--- src/rtl/findmax_pkg.sv ---
// findmax_pkg: shared FSM state type and default widths for the findMax datapath
package findmax_pkg;
  typedef enum logic [1:0] {IDLE, RUN, DRAIN, DONE} state_t;
  localparam int DEF_DATA_W  = 8;
  localparam int DEF_ADDR_W  = 8;
  localparam int MEM_LAT_MIN = 1;
  localparam int MEM_LAT_MAX = 3;
endpackage

--- src/rtl/max_compare.sv ---
// max_compare: strict greater-than of two data words; signed when MAXFIND_SIGNED_EN is defined
module max_compare
  import findmax_pkg::*;
#(
  parameter int DATA_W = DEF_DATA_W
) (
  input  logic [DATA_W-1:0] i_a,
  input  logic [DATA_W-1:0] i_b,
  output logic              o_greater
);
`ifdef MAXFIND_SIGNED_EN
  assign o_greater = $signed(i_a) > $signed(i_b);
`else
  assign o_greater = i_a > i_b;
`endif
endmodule

--- src/rtl/max_tracker.sv ---
// max_tracker: streaming max finder pairing counter addresses with delayed memory data
// Build option MAXFIND_SIGNED_EN selects a signed compare inside max_compare.
module max_tracker
  import findmax_pkg::*;
#(
  parameter int DATA_W  = DEF_DATA_W,
  parameter int ADDR_W  = DEF_ADDR_W,
  parameter int MEM_LAT = 1
) (
  input  logic              clk,
  input  logic              reset,
  input  logic              start,
  input  logic [ADDR_W-1:0] addrIn,
  input  logic              cntDone,
  input  logic [DATA_W-1:0] dataIn,
  output logic              busy,
  output logic              valid,
  output logic              empty,
  output logic [DATA_W-1:0] maxVal,
  output logic [ADDR_W-1:0] maxAddr
);
  state_t            r_state, w_next;
  logic [1:0]        r_cnt;
  logic              r_have, r_acc, r_empty;
  logic [DATA_W-1:0] r_max;
  logic [ADDR_W-1:0] r_addr;
  logic              w_start, w_acc, w_ev, w_gt;
  logic [ADDR_W-1:0] w_etag;
  assign w_start = start && (r_state == IDLE || r_state == DONE);
  assign w_acc   = r_state == RUN && !cntDone;
  // The tag leaves the line in the cycle its data is on dataIn; with one cycle of latency that is the issue cycle itself.
  if (MEM_LAT == 1) begin : g_direct
    assign w_ev   = w_acc;
    assign w_etag = addrIn;
  end else begin : g_line
    logic [MEM_LAT-2:0] r_v;
    logic [ADDR_W-1:0]  r_tag [MEM_LAT-1];
    always_ff @(posedge clk) begin
      if (!reset || w_start) r_v <= '0;
      else begin
        r_v[0] <= w_acc;
        for (int i = 1; i < MEM_LAT - 1; i++) r_v[i] <= r_v[i-1];
      end
      r_tag[0] <= addrIn;
      for (int i = 1; i < MEM_LAT - 1; i++) r_tag[i] <= r_tag[i-1];
    end
    assign w_ev   = r_v[MEM_LAT-2];
    assign w_etag = r_tag[MEM_LAT-2];
  end
  max_compare #(.DATA_W(DATA_W)) u_cmp (
    .i_a      (dataIn),
    .i_b      (r_max),
    .o_greater(w_gt)
  );
  always_comb begin
    w_next = w_start ? RUN
           : r_state == RUN   ? (cntDone ? (MEM_LAT > 1 ? DRAIN : DONE) : RUN)
           : r_state == DRAIN ? (r_cnt == 2'd0 ? DONE : DRAIN)
           : IDLE;
  end
  always_ff @(posedge clk) begin
    if (!reset) begin
      r_state <= IDLE;
      r_cnt   <= '0;
      r_have  <= 1'b0;
      r_acc   <= 1'b0;
      r_empty <= 1'b0;
      r_max   <= '0;
      r_addr  <= '0;
    end else begin
      r_state <= w_next;
      r_cnt   <= r_state == DRAIN ? r_cnt - 2'd1 : 2'(MEM_LAT > 1 ? MEM_LAT - 2 : 0);
      if (w_start) begin
        r_have  <= 1'b0;
        r_acc   <= 1'b0;
        r_empty <= 1'b0;
        r_max   <= '0;
        r_addr  <= '0;
      end else begin
        if (w_acc) r_acc <= 1'b1;
        if (w_ev && (!r_have || w_gt)) begin
          r_max  <= dataIn;
          r_addr <= w_etag;
          r_have <= 1'b1;
        end
        if (w_next == DONE) r_empty <= !r_acc;
      end
    end
  end
  assign busy    = r_state == RUN || r_state == DRAIN;
  assign valid   = r_state == DONE;
  assign empty   = r_empty;
  assign maxVal  = r_max;
  assign maxAddr = r_addr;
endmodule

--- config.mk ---
export PLATFORM = sky130hd
export DESIGN_NAME = max_tracker
export DESIGN_NICKNAME = d
export VERILOG_FILES = /design/src/rtl/findmax_pkg.sv /design/src/rtl/max_compare.sv /design/src/rtl/max_tracker.sv
export SDC_FILE = /design/constraint.sdc
export NUM_CORES = 1
export LEC_CHECK = 0
export CORE_UTILIZATION = 35
export CTS_BUF_LIST = sky130_fd_sc_hd__clkbuf_16
export DETAILED_ROUTE_END_ITERATION = 10
export PLACE_DENSITY = 0.67
export SYNTH_ARGS = -nofsm -noshare
export SYNTH_HDL_FRONTEND = slang
export SYNTH_HIERARCHICAL = 1
export SYNTH_SLANG_ARGS = --single-unit
--- constraint.sdc ---
create_clock -name clk -period 2 [get_ports clk]
set_clock_uncertainty 0.1 [all_clocks]
set_input_delay 0.4 -clock clk [delete_from_list [all_inputs] [get_ports clk]]
set_output_delay 0.4 -clock clk [all_outputs]
set_load 0.005 [all_outputs]
==> impl_metrics.toml, run 1 <==
[status]
status = "completed"

[power]
p_clk_share_pct = 36.4
p_total_mw = 1.150
p_int_mw = 0.8776
power_per_cell_area_mw_per_mm2 = 616.0
comb_power_share_pct = 20.9
p_sw_mw = 0.2723
switching_share_pct = 23.68
ir_worst_vdd_mv = 0.3746
power.leakage_nw = 0.7051
p_seq_share_pct = 42.6

[timing]
worst_pin_slew_ns = 0.6154
drv_slew = 0
period_needed_ns = 1.934
max_freq_mhz = 517.1
slew_headroom_pct = 58.97
min_period_over_period_pct = 96.69
hold_violations = 0
setup_viol = 0

[clock_network]
cts.sinks = 23
cts.clk_slew.worst_paths_ns = 0.06
clock_latency_ns = 0.25
cts_buffers = 3
root_buffer = "clkbuf_16"
ctsLongestPathBuffers = 2
cts_tree = "done"
cts.htree.levels = 1

[yosys]
synth_warnings = 6
ys_ff_latch = 23
syn_inst = 137
synth_nets = 169
synth_top_area_cell = "dfxtp_1"
ys_types = 25
synth_area_leaders = "dfxtp_1, ha_1, a21oi_1, nand3_1, o21ai_1"
yosys.area.top_type_share_pct = 40.04
syn_avg_cell_area_um2 = 8.393
ys_seq_area_share_pct = 40.04
netlist_area_mm2 = 0.001150

[setup_path]
cp_top_family = "buffers and inverters"
startpoint_type = "flop"
worstPathArrival_ns = 1.43
crit_buf_inv = 3
critPathMaxFanout = 3
path_cells = "inv_1 > ha_4 > inv_1 > clkdlybuf4s50_1"
slowest_delay_ns = 0.49
crit_type = "reg -> out"
cp_common_cell = "inv_1"
end_kind = "primary output"
critical-path-slowest-cell = "clkdlybuf4s50_1"
required_ns = 1.50

[layout]
fillers = 271
nets = 219
final_common_cell = "clkdlybuf4s50_1"
drive_gt1_share_pct = 21.51
areaGrowthSynthToFinish_pct = 62.35
final_cell_mix = "clkdlybuf4s50_1, dfxtp_1, nand3_1, a21oi_1"
postLayoutCellArea_mm2 = 0.001867
diodes = 0

[grt]
grt_max_degree = 19
track_usage_pct = 18.24
grt_pass1_wl_um = 4816
grt-ovfl-total = 0
first_global_vias = 1119
antenna_found_initial = 0

[floorplanning]
row_count = 20
io_pins = 39
core_area_mm2 = 0.003078
die_x_um = 59.32
die_h_um = 59.32
start_util_pct = 37.36
die_area_mm2 = 0.003518

[placement]
routabilityCongestion = 0.7628
place_hpwl_um = 2087
post_dp_cell_area_mm2 = 0.001644
io_buffers = 38

[routing]
num_vias = 1152
vias_per_cell = 5.009
drc_errors = 0
drt_iter0_drc = 18
wl_um = 2971
drtPass1Iterations = 4
final_antenna_net_count = 0
wl_per_cell_um = 12.92

[flow_run]
cap_violations = 0

[min_path]
hold_class = "reg -> reg"
-- layer usage --
metal	global-route usage (%)	up-vias	wire length [µm]
met2	32.74	40	1470
met5	0	-	0
met1	21.38	531	1307
met4	6.122	0	36
li1	-	576	-
met3	3.712	5	156
-- registers in the layout, summed over array words and instances (netlist names) --
name and count:
maxAddr 8, maxVal 8, r_acc 1, r_state 2, r_have 1, empty 1, r_cnt 2
-- path summary, 6_finish.rpt --
kind | start | to | slack, ns | cells after the start
setup reg to reg | maxVal[1] | maxAddr[7] | 0.13 | 9
hold / removal | r_cnt[0] | r_cnt[0] | 0.31 | 1
setup / recovery | r_state[0] | busy | 0.07 | 4
hold reg to reg | r_cnt[0] | r_cnt[0] | 0.31 | 1
-- cell families (layout without fill, tap and decap cells) --
kind of cell / Yosys count / count (layout) / share of synthesized area, %
compound gates: 43 / 43 / 20.46
fa+ha+maj: 12 / 12 / 13.06
buf+inv: 21 / 69 / 8.271
flops: 23 / 23 / 40.04
simple gates: 38 / 39 / 18.17
-- layout make-up --
type	count	area (µm²)	area share, %
Clock buffer	3	75.07	4.021
Sequential cell	23	462.9	24.80
Inverter	13	48.80	2.614
Multi-Input combinational cell	94	726.9	38.94
Clock inverter	1	3.754	0.2011
Timing Repair Buffer	52	494.2	26.47
Tap cell	44	55.05	2.949
-- power by group through the flow --
stage	registers, mW	logic (mW)	clock network, mW
global route	0.493	0.264	0.448
global placement	0.497	0.204	0
floorplan	0.497	0.105	0
finish	0.490	0.241	0.419
CTS	0.489	0.224	0.431
detailed placement	0.498	0.209	0
-- metrics by stage --
| stage | hold slack (ns) | utilization (%) | setup TNS [ns] | std cells | worst slack [ns] |
|---|---|---|---|---|---|
| after floorplan | 0.2913 | - | 0 | 137 | 0.04428 |
| after global placement | 0.3002 | 53.41 | -8.675 | 225 | -0.5761 |
| after detailed placement | 0.3047 | 53.41 | -10.20 | 225 | -0.6715 |
| after CTS | 0.3127 | 58.54 | 0 | 230 | 0.002016 |
| after global routing | 0.3409 | 60.65 | -0.03584 | 230 | -0.01357 |
| final | 0.3091 | 60.65 | 0 | 230 | 0.06625 |
-- timing repair --
action / 4_1_cts / 5_1_grt
buffers inserted: 0 / 0
hold buffers: 0 / 0
gates cloned: 1 / 0
endpoints found under the setup margin: 17 / 17
pin swaps: 8 / 8
gates resized for setup: 21 / 15
-- worst register-to-register path: stages (launching register included) --
cell,delay [ns]
dfxtp_2,0.32
inv_1,0.06
ha_4,0.24
nor2b_4,0.12
o211ai_2,0.14
a21oi_2,0.07
o22a_1,0.20
and2b_4,0.33
o21ai_0,0.09
a21oi_1,0.15
-- Yosys cell counts --
library cell and n:
a21boi_0 2, a21oi_1 21, a21oi_2 1, and2b_1 1, buf_2 4, buf_4 1
buf_6 1, clkbuf_1 2, dfxtp_1 23, ha_1 12, inv_1 13, nand2_1 5
nand2b_1 3, nand3_1 16, nand3b_1 2, nand4_1 1, nand4_2 1, nor2_1 6
nor2b_1 1, nor2b_4 1, nor3b_1 1, o211ai_2 1, o21ai_0 7, o21ai_1 10
o22a_1 1
No activity file was read; power rests on OpenSTA's default activity.
==> inputs of run 2 (changes only) <==
Settings changed: CTS_CLUSTER_DIAMETER set to 100.
==> results of run 2 <==
Final layout, timing and power as in run 1 (identical DEF).
==> inputs of run 3 (changes only) <==
Settings changed: SLEW_MARGIN set to 20.
==> results of run 3 <==
Final layout, timing and power as in run 1 (identical DEF).
